### config.mk
export PLATFORM = sky130hd
export DESIGN_NAME = i2s_rx_capture
export DESIGN_NICKNAME = d
export VERILOG_FILES = /design/src/rtl/i2s_pkg.sv /design/src/rtl/i2s_rx_fifo.sv /design/src/rtl/i2s_rx_capture.sv
export SDC_FILE = /design/constraint.sdc
export NUM_CORES = 1
export LEC_CHECK = 0
export BUFFER_PORTS_ARGS = -buffer_cell sky130_fd_sc_hd__buf_2
export CAP_MARGIN = 40
export CORE_AREA = 2 2 276 278
export DETAILED_ROUTE_END_ITERATION = 10
export DIE_AREA = 0 0 278 280
export GPL_TIMING_DRIVEN = 0
export SETUP_SLACK_MARGIN = 0.15
export SYNTH_ARGS = -nofsm -noshare
export SYNTH_HDL_FRONTEND = slang
export SYNTH_SLANG_ARGS = --single-unit
### constraint.sdc
create_clock -name Clk50 -period 35.1 [get_ports Clk50]
set_input_delay 7.02 -clock Clk50 [delete_from_list [all_inputs] [get_ports Clk50]]
set_output_delay 7.02 -clock Clk50 [all_outputs]
set_load 0.01 [all_outputs]
### src/rtl/i2s_pkg.sv
// Shared widths and FSM state types for the I2S receive capture path.
package i2s_pkg;
    localparam int SAMPLE_W         = 16;
    localparam int SLOT_W           = 32;
    localparam int SAMPLES_PER_WORD = 8;
    localparam int WORD_W           = 128;

    typedef enum logic [1:0] {IDLE, ARM, CAPTURE} cap_state_t;
    typedef enum logic [1:0] {W_IDLE, W_REQ, W_ADV} wr_state_t;
endpackage

### src/rtl/i2s_rx_fifo.sv
// Single-clock register FIFO between the word packer and the SDRAM writer.
// A push while full is accepted only if a pop frees the head in the same cycle.
module i2s_rx_fifo #(
    parameter int DEPTH = 4,
    parameter int W     = 128
) (
    input  logic         clk,
    input  logic         rst,
    input  logic         push,
    input  logic         pop,
    input  logic [W-1:0] wdata,
    output logic [W-1:0] rdata,
    output logic         full,
    output logic         empty
);
    localparam int AW = $clog2(DEPTH);

    logic [W-1:0] mem [DEPTH];
    logic [AW:0]  wptr, rptr;
    logic         wr_en, rd_en;

    // Extra pointer MSB distinguishes full from empty when the indices match.
    assign empty = (wptr == rptr);
    assign full  = (wptr[AW] != rptr[AW]) && (wptr[AW-1:0] == rptr[AW-1:0]);
    assign wr_en = push && (!full || pop);
    assign rd_en = pop && !empty;
    assign rdata = mem[rptr[AW-1:0]];

    always_ff @(posedge clk or posedge rst) begin
        if (rst) begin
            wptr <= '0;
            rptr <= '0;
        end else begin
            if (wr_en) wptr <= wptr + 1'b1;
            if (rd_en) rptr <= rptr + 1'b1;
        end
    end

    always_ff @(posedge clk) begin
        if (wr_en) mem[wptr[AW-1:0]] <= wdata;
    end
endmodule

### src/rtl/i2s_rx_capture.sv
// Records a fixed-length I2S clip from a codec ADC into SDRAM as 128-bit words
// of eight interleaved samples (lane 0 left), starting at BASE_ADDR.
module i2s_rx_capture
    import i2s_pkg::*;
#(
    parameter logic [21:0] BASE_ADDR  = 22'h000000,
    parameter int          NUM_WORDS  = 200,
    parameter int          FIFO_DEPTH = 4
) (
    input  logic          Clk50,
    input  logic          reset,
    input  logic          SClk,
    input  logic          LRClk,
    input  logic          Din,
    input  logic          enable,
    input  logic          sdram_Wait,
    input  logic          sdram_ac,
    output logic          sdram_wr,
    output logic [21:0]   sdram_addr,
    output logic [127:0]  sdram_data,
    output logic          busy,
    output logic          done,
    output logic          overrun
);
    localparam int               CNT_W     = $clog2(SLOT_W);
    localparam logic [CNT_W-1:0] CNT_MAX   = CNT_W'(SLOT_W - 1);
    localparam logic [CNT_W-1:0] CNT_LSB   = CNT_W'(SAMPLE_W);
    localparam logic [21:0]      LAST_WORD = 22'(NUM_WORDS - 1);
    localparam logic [3:0]       LANES     = 4'(SAMPLES_PER_WORD);

    logic [2:0]          sclk_s;
    logic [1:0]          lr_s, din_s;
    logic                bit_ev, lr, din, lr_prev, start_ev, shift_en, sample_done;
    logic                en_q, en_rise, push, pop, full, empty;
    logic [CNT_W-1:0]    bit_cnt, cnt_nxt;
    logic [SAMPLE_W-1:0] shreg, sample;
    logic [WORD_W-1:0]   word, head;
    logic [3:0]          lane;
    logic [21:0]         push_cnt, wr_cnt;
    cap_state_t          cap_state;
    wr_state_t           wr_state;

    assign bit_ev   = sclk_s[1] & ~sclk_s[2];
    assign lr       = lr_s[1];
    assign din      = din_s[1];
    assign start_ev = bit_ev & lr_prev & ~lr;
    assign en_rise  = enable & ~en_q;

    always_comb begin
        cnt_nxt = bit_cnt;
        if (lr != lr_prev)        cnt_nxt = '0;
        else if (bit_cnt != CNT_MAX) cnt_nxt = bit_cnt + 1'b1;
    end

    // Count 0 is the previous slot's LSB (one-bit I2S delay); counts 1..16 carry
    // the sample MSB first.
    assign shift_en    = bit_ev && (cnt_nxt != '0) && (cnt_nxt <= CNT_LSB);
    assign sample_done = bit_ev && (cnt_nxt == CNT_LSB);
    assign sample      = {shreg[SAMPLE_W-2:0], din};

    assign push = enable && (cap_state == CAPTURE) && (lane == LANES);
    assign pop  = (wr_state == W_ADV);
    assign busy = (cap_state != IDLE) || !empty || (wr_state != W_IDLE);

    always_ff @(posedge Clk50 or posedge reset) begin
        if (reset) begin
            sclk_s  <= '0;
            lr_s    <= '0;
            din_s   <= '0;
            en_q    <= 1'b0;
            lr_prev <= 1'b0;
            bit_cnt <= '0;
            shreg   <= '0;
        end else begin
            sclk_s <= {sclk_s[1:0], SClk};
            lr_s   <= {lr_s[0], LRClk};
            din_s  <= {din_s[0], Din};
            en_q   <= enable;
            if (bit_ev) begin
                lr_prev <= lr;
                bit_cnt <= cnt_nxt;
                if (shift_en) shreg <= sample;
            end
        end
    end

    // Capture starts on a right-to-left transition so lane 0 is always left.
    always_ff @(posedge Clk50 or posedge reset) begin
        if (reset) begin
            cap_state <= IDLE;
            lane      <= '0;
            word      <= '0;
            push_cnt  <= '0;
        end else if (!enable) begin
            cap_state <= IDLE;
            lane      <= '0;
        end else begin
            case (cap_state)
                IDLE: if (en_rise) begin
                    cap_state <= ARM;
                    push_cnt  <= '0;
                end
                ARM: if (start_ev) begin
                    cap_state <= CAPTURE;
                    lane      <= '0;
                end
                CAPTURE: if (lane == LANES) begin
                    lane     <= '0;
                    push_cnt <= push_cnt + 1'b1;
                    if (push_cnt == LAST_WORD) cap_state <= IDLE;
                end else if (sample_done) begin
                    word[{lane[2:0], 4'b0000} +: SAMPLE_W] <= sample;
                    lane <= lane + 1'b1;
                end
                default: cap_state <= IDLE;
            endcase
        end
    end

    always_ff @(posedge Clk50 or posedge reset) begin
        if (reset) begin
            wr_state   <= W_IDLE;
            sdram_wr   <= 1'b0;
            sdram_addr <= BASE_ADDR;
            sdram_data <= '0;
            wr_cnt     <= '0;
            done       <= 1'b0;
            overrun    <= 1'b0;
        end else begin
            case (wr_state)
                W_IDLE: if (!empty && !sdram_Wait) begin
                    wr_state   <= W_REQ;
                    sdram_wr   <= 1'b1;
                    sdram_data <= head;
                end
                W_REQ: if (sdram_ac) begin
                    wr_state <= W_ADV;
                    sdram_wr <= 1'b0;
                end
                W_ADV: begin
                    wr_state   <= W_IDLE;
                    sdram_addr <= sdram_addr + 1'b1;
                    wr_cnt     <= wr_cnt + 1'b1;
                    if (wr_cnt == LAST_WORD) done <= 1'b1;
                end
                default: wr_state <= W_IDLE;
            endcase
            if (push && full && !pop) overrun <= 1'b1;
            if (en_rise) begin
                sdram_addr <= BASE_ADDR;
                wr_cnt     <= '0;
                done       <= 1'b0;
                overrun    <= 1'b0;
            end
        end
    end

    i2s_rx_fifo #(.DEPTH(FIFO_DEPTH), .W(WORD_W)) u_fifo (
        .clk   (Clk50),
        .rst   (reset),
        .push  (push),
        .pop   (pop),
        .wdata (word),
        .rdata (head),
        .full  (full),
        .empty (empty)
    );
endmodule

==> summary.md <==
| Metric | Value |
|---|---|
| Starting Density | 0.446 |
| DR iter-0 viols | 1061 |
| Startpoint types | flip-flop |
| Full die area | 77800 µm² |
| # fillers | 5965 |
| Routed vias | 16729 |
| CTS root buf | clkbuf_16 |
| Vias per cell | 5.36 |
| Number of setup buffers added after CTS | 0 |
| CTS tree | yes |
| DR pass1 iterations | 7 |
| Switching share of power | 0.249 |
| Most frequent cells in the layout | edfxtp_1 (512), dfrtp_1 (368), mux2_2 (262), buf_2 (182), mux4_2 (128) |
| Psw | 606 µW |
| Post-CTS sizing | 0 |
| Delay-heaviest family, CP | simple AND/OR/NAND/NOR gates |
| Clock slew at reported path FFs | 0.06 ns |
| Total track usage | 0.185 |
| Distinct cells, synth | 59 |
| Combinational share of power | 0.141 |
| Part of the power in registers | 0.461 |
| Area Growth Syn to Fin | 17.4% |
| Max cap viols | 0 |
| Hpwl dp | 44.8 mm |
| Number of port buffers | 161 |
| Routed WL | 70.4 mm |
| Mean post-synth cell area | 18.9 µm² |
| Fraction of layout cells with a size suffix above 1 | 0.367 |
| Pint | 1.82 mW |
| Leak | 16.9 nW |
| Finished Cell Area | 39300 µm² |
| Slew @ Worst Pin | 0.891 ns |
| Crit path cell chain | xor2_1, nor3_1, nand2_1, buf_2 |
| Peak supply drop | 0.0352 mV |
| RePlAce Congestion | 0.772 |
| Cell taking the most area after synthesis | edfxtp_1 |
| Clk pwr share | 0.398 |
| Post-synth EDFFs | 512 |
| Syn nets | 1789 |
| Num CTS Buffers | 90 |
| Critical Path RT | 28.08 ns |
| Status | finished clean |
| Max-slew violations | 0 |
| CTS HTree Levels | 3 |
| CP Capture Type | output port |
| Antenna Nets Post-Route | 0 |
| FF+latch area | 24600 µm² |
| Core area | 75200 µm² |
| Boundary Pins | 162 |
| Post-CTS Hold Buffers | 0 |
| GR Overflow Total | 0 |
| Slowest cell on crit path | dfrtp_1 |
| Commonest non-fill, non-tap cell in the layout | edfxtp_1 |
| CP bufs+invs | 1 |
| PwrDens | 61.7 nW/µm² |
| Clock Sinks | 880 |
| Minimum clock period | 9.11 ns |
| Final cell count without fillers | 3121 |
| Post-placement cell area | 36300 µm² |
| Synthesized area | 33500 µm² |
| N_diodes | 0 |
| Final period util | 0.260 |
| DIE HEIGHT | 280 µm |
| Critical path arrival | 2.09 ns |
| First-pass GRT wire length | 107 mm |
| Initial antenna violation count | 5 |
| Peak Freq | 110 MHz |
| Routed WL per cell | 22.6 µm |
| Area share of the largest cell type after synthesis | 0.459 |
| Largest net degree at the start of global routing | 104 |
| Layout Skew | 0.0213 ns |
| Area of the multi-input gates | 8480 µm² |
| Unrepaired setup endpoints after global routing | false |
| Hold Vio Cnt, Final | 0 |
| Hold crit path type | flip-flop to flip-flop |
| Vias in the first global route | 17468 |
| Final setup fails | 0 |
| DRC viols | 0 |
| FF+latch count, synth | 880 |
| Dpl cells | 2951 |
| Final setup TNS | 0 ns |
| Warnings, synthesis | 0 |
| Latest clock arrival within the worst-skew pair | 0.64 ns |
| Synth Flop Type | edfxtp_1 |
| Max clock buf depth | 3 |
| Async S/R FF share, synth | 0.418 |
| Sequential-to-total area share from yosys stat | 0.734 |
| Layout net count | 2085 |
| Max transition margin | 0.406 |
| Crit-path max FO | 5 |
| Die width | 278 µm |
| CP Class | flip-flop to output port |
| CP peak stage delay | 0.48 ns |
| Row cnt | 101 |
| Synth area leaders | edfxtp_1 (46%), dfrtp_1 (27%), mux2_2 (8.8%) |
| Synthesized instance count | 1769 |
==> Yosys cell counts (3+ instances only) <==
cell type,instances
edfxtp_1,512
dfrtp_1,368
mux2_2,262
mux4_2,128
nor2_1,66
nand2_1,37
xnor2_1,37
clkbuf_1,35
buf_1,27
xor2_1,27
nand3_1,24
nor4_1,22
buf_2,21
a21oi_1,19
nor3_1,19
nand4_1,16
inv_1,14
o21ai_0,13
ha_1,12
mux2_4,10
and3_1,8
and4_1,8
or3_1,8
nor2b_1,6
and2_1,5
nand3b_1,5
nor4b_1,5
o211ai_1,5
a31oi_1,4
nand2b_1,4
nand4_2,3
nor3_2,3
o2111ai_1,3
==> stage by stage <==
stage	total power, mW	hold WS, ns	utilization	worst slack, ns
global placement	1.45	0.333	0.473	12.69
CTS	2.47	0.337	0.523	25.94
finish	2.43	0.333	0.523	25.99
floorplan	1.34	0.331	-	17.86
global route	2.52	0.339	0.523	25.86
detailed placement	1.49	0.335	0.483	25.51
==> logic make-up (layout without fill, tap and decap cells) <==
logic type | Yosys count | after routing | synth area share
xor gates and xnor gates | 64 | 64 | 0.0167
and+or+nand+nor | 251 | 251 | 0.0414
AOI/OAI and AO/OA | 60 | 60 | 0.0115
adders and majority gates | 12 | 12 | 0.00448
muxes | 400 | 400 | 0.179
buffers and inverters | 102 | 476 | 0.0134
DFF | 880 | 880 | 0.734
==> metal layers <==
layer | GRT usage | up-vias | routed length [µm]
met1 | 0.242 | 8837 | 29600
met4 | 0.0582 | 2 | 1650
met2 | 0.312 | 328 | 35800
li1 | - | 7470 | -
met5 | 0 | - | 7
met3 | 0.0362 | 92 | 3450
==> layout make-up <==
type,instances,share of cell area
Buffer,88,0.0100
Clock buffer,129,0.0656
Clock inverter,41,0.0114
Inverter,14,0.00153
Multi-Input combinational cell,787,0.216
Sequential cell,880,0.625
Tap cell,978,0.0311
Timing Repair Buffer,204,0.0398
==> sequential cells by signal, indices dropped and copies added, names as in the netlist, 5 cells and up <==
register	count
shreg	15
wr_cnt	22
sdram_addr	22
bit_cnt	5
u_fifo.mem	512
word	128
push_cnt	22
sdram_data	128
==> power by group through the flow <==
stage	clock network, mW	logic (mW)	registers [mW]
global placement	0	0.313	1.14
finish	0.966	0.343	1.12
global route	1.03	0.370	1.12
CTS	0.991	0.354	1.12
floorplan	0	0.201	1.14
detailed placement	0	0.354	1.14
==> path summary, 6_finish.rpt <==
check	start	to	slack, ns	cells after the start
min	din_s[0]$_DFF_PP0_	din_s[1]$_DFF_PP0_	0.33	0
max reg2reg	lane[0]$_DFFE_PP0P_	word[66]$_DFFE_PP0P_	31.61	9
max in group asynchronous	reset	sdram_data[48]$_DFFE_PP0P_	27.16	4
max	u_fifo.rptr[1]$_DFFE_PP0P_	busy	25.99	4
min reg2reg	din_s[0]$_DFF_PP0_	din_s[1]$_DFF_PP0_	0.33	0
min in group asynchronous	reset	sdram_addr[21]$_DFFE_PP0P_	6.49	2
(Power assumes the default switching activity.)
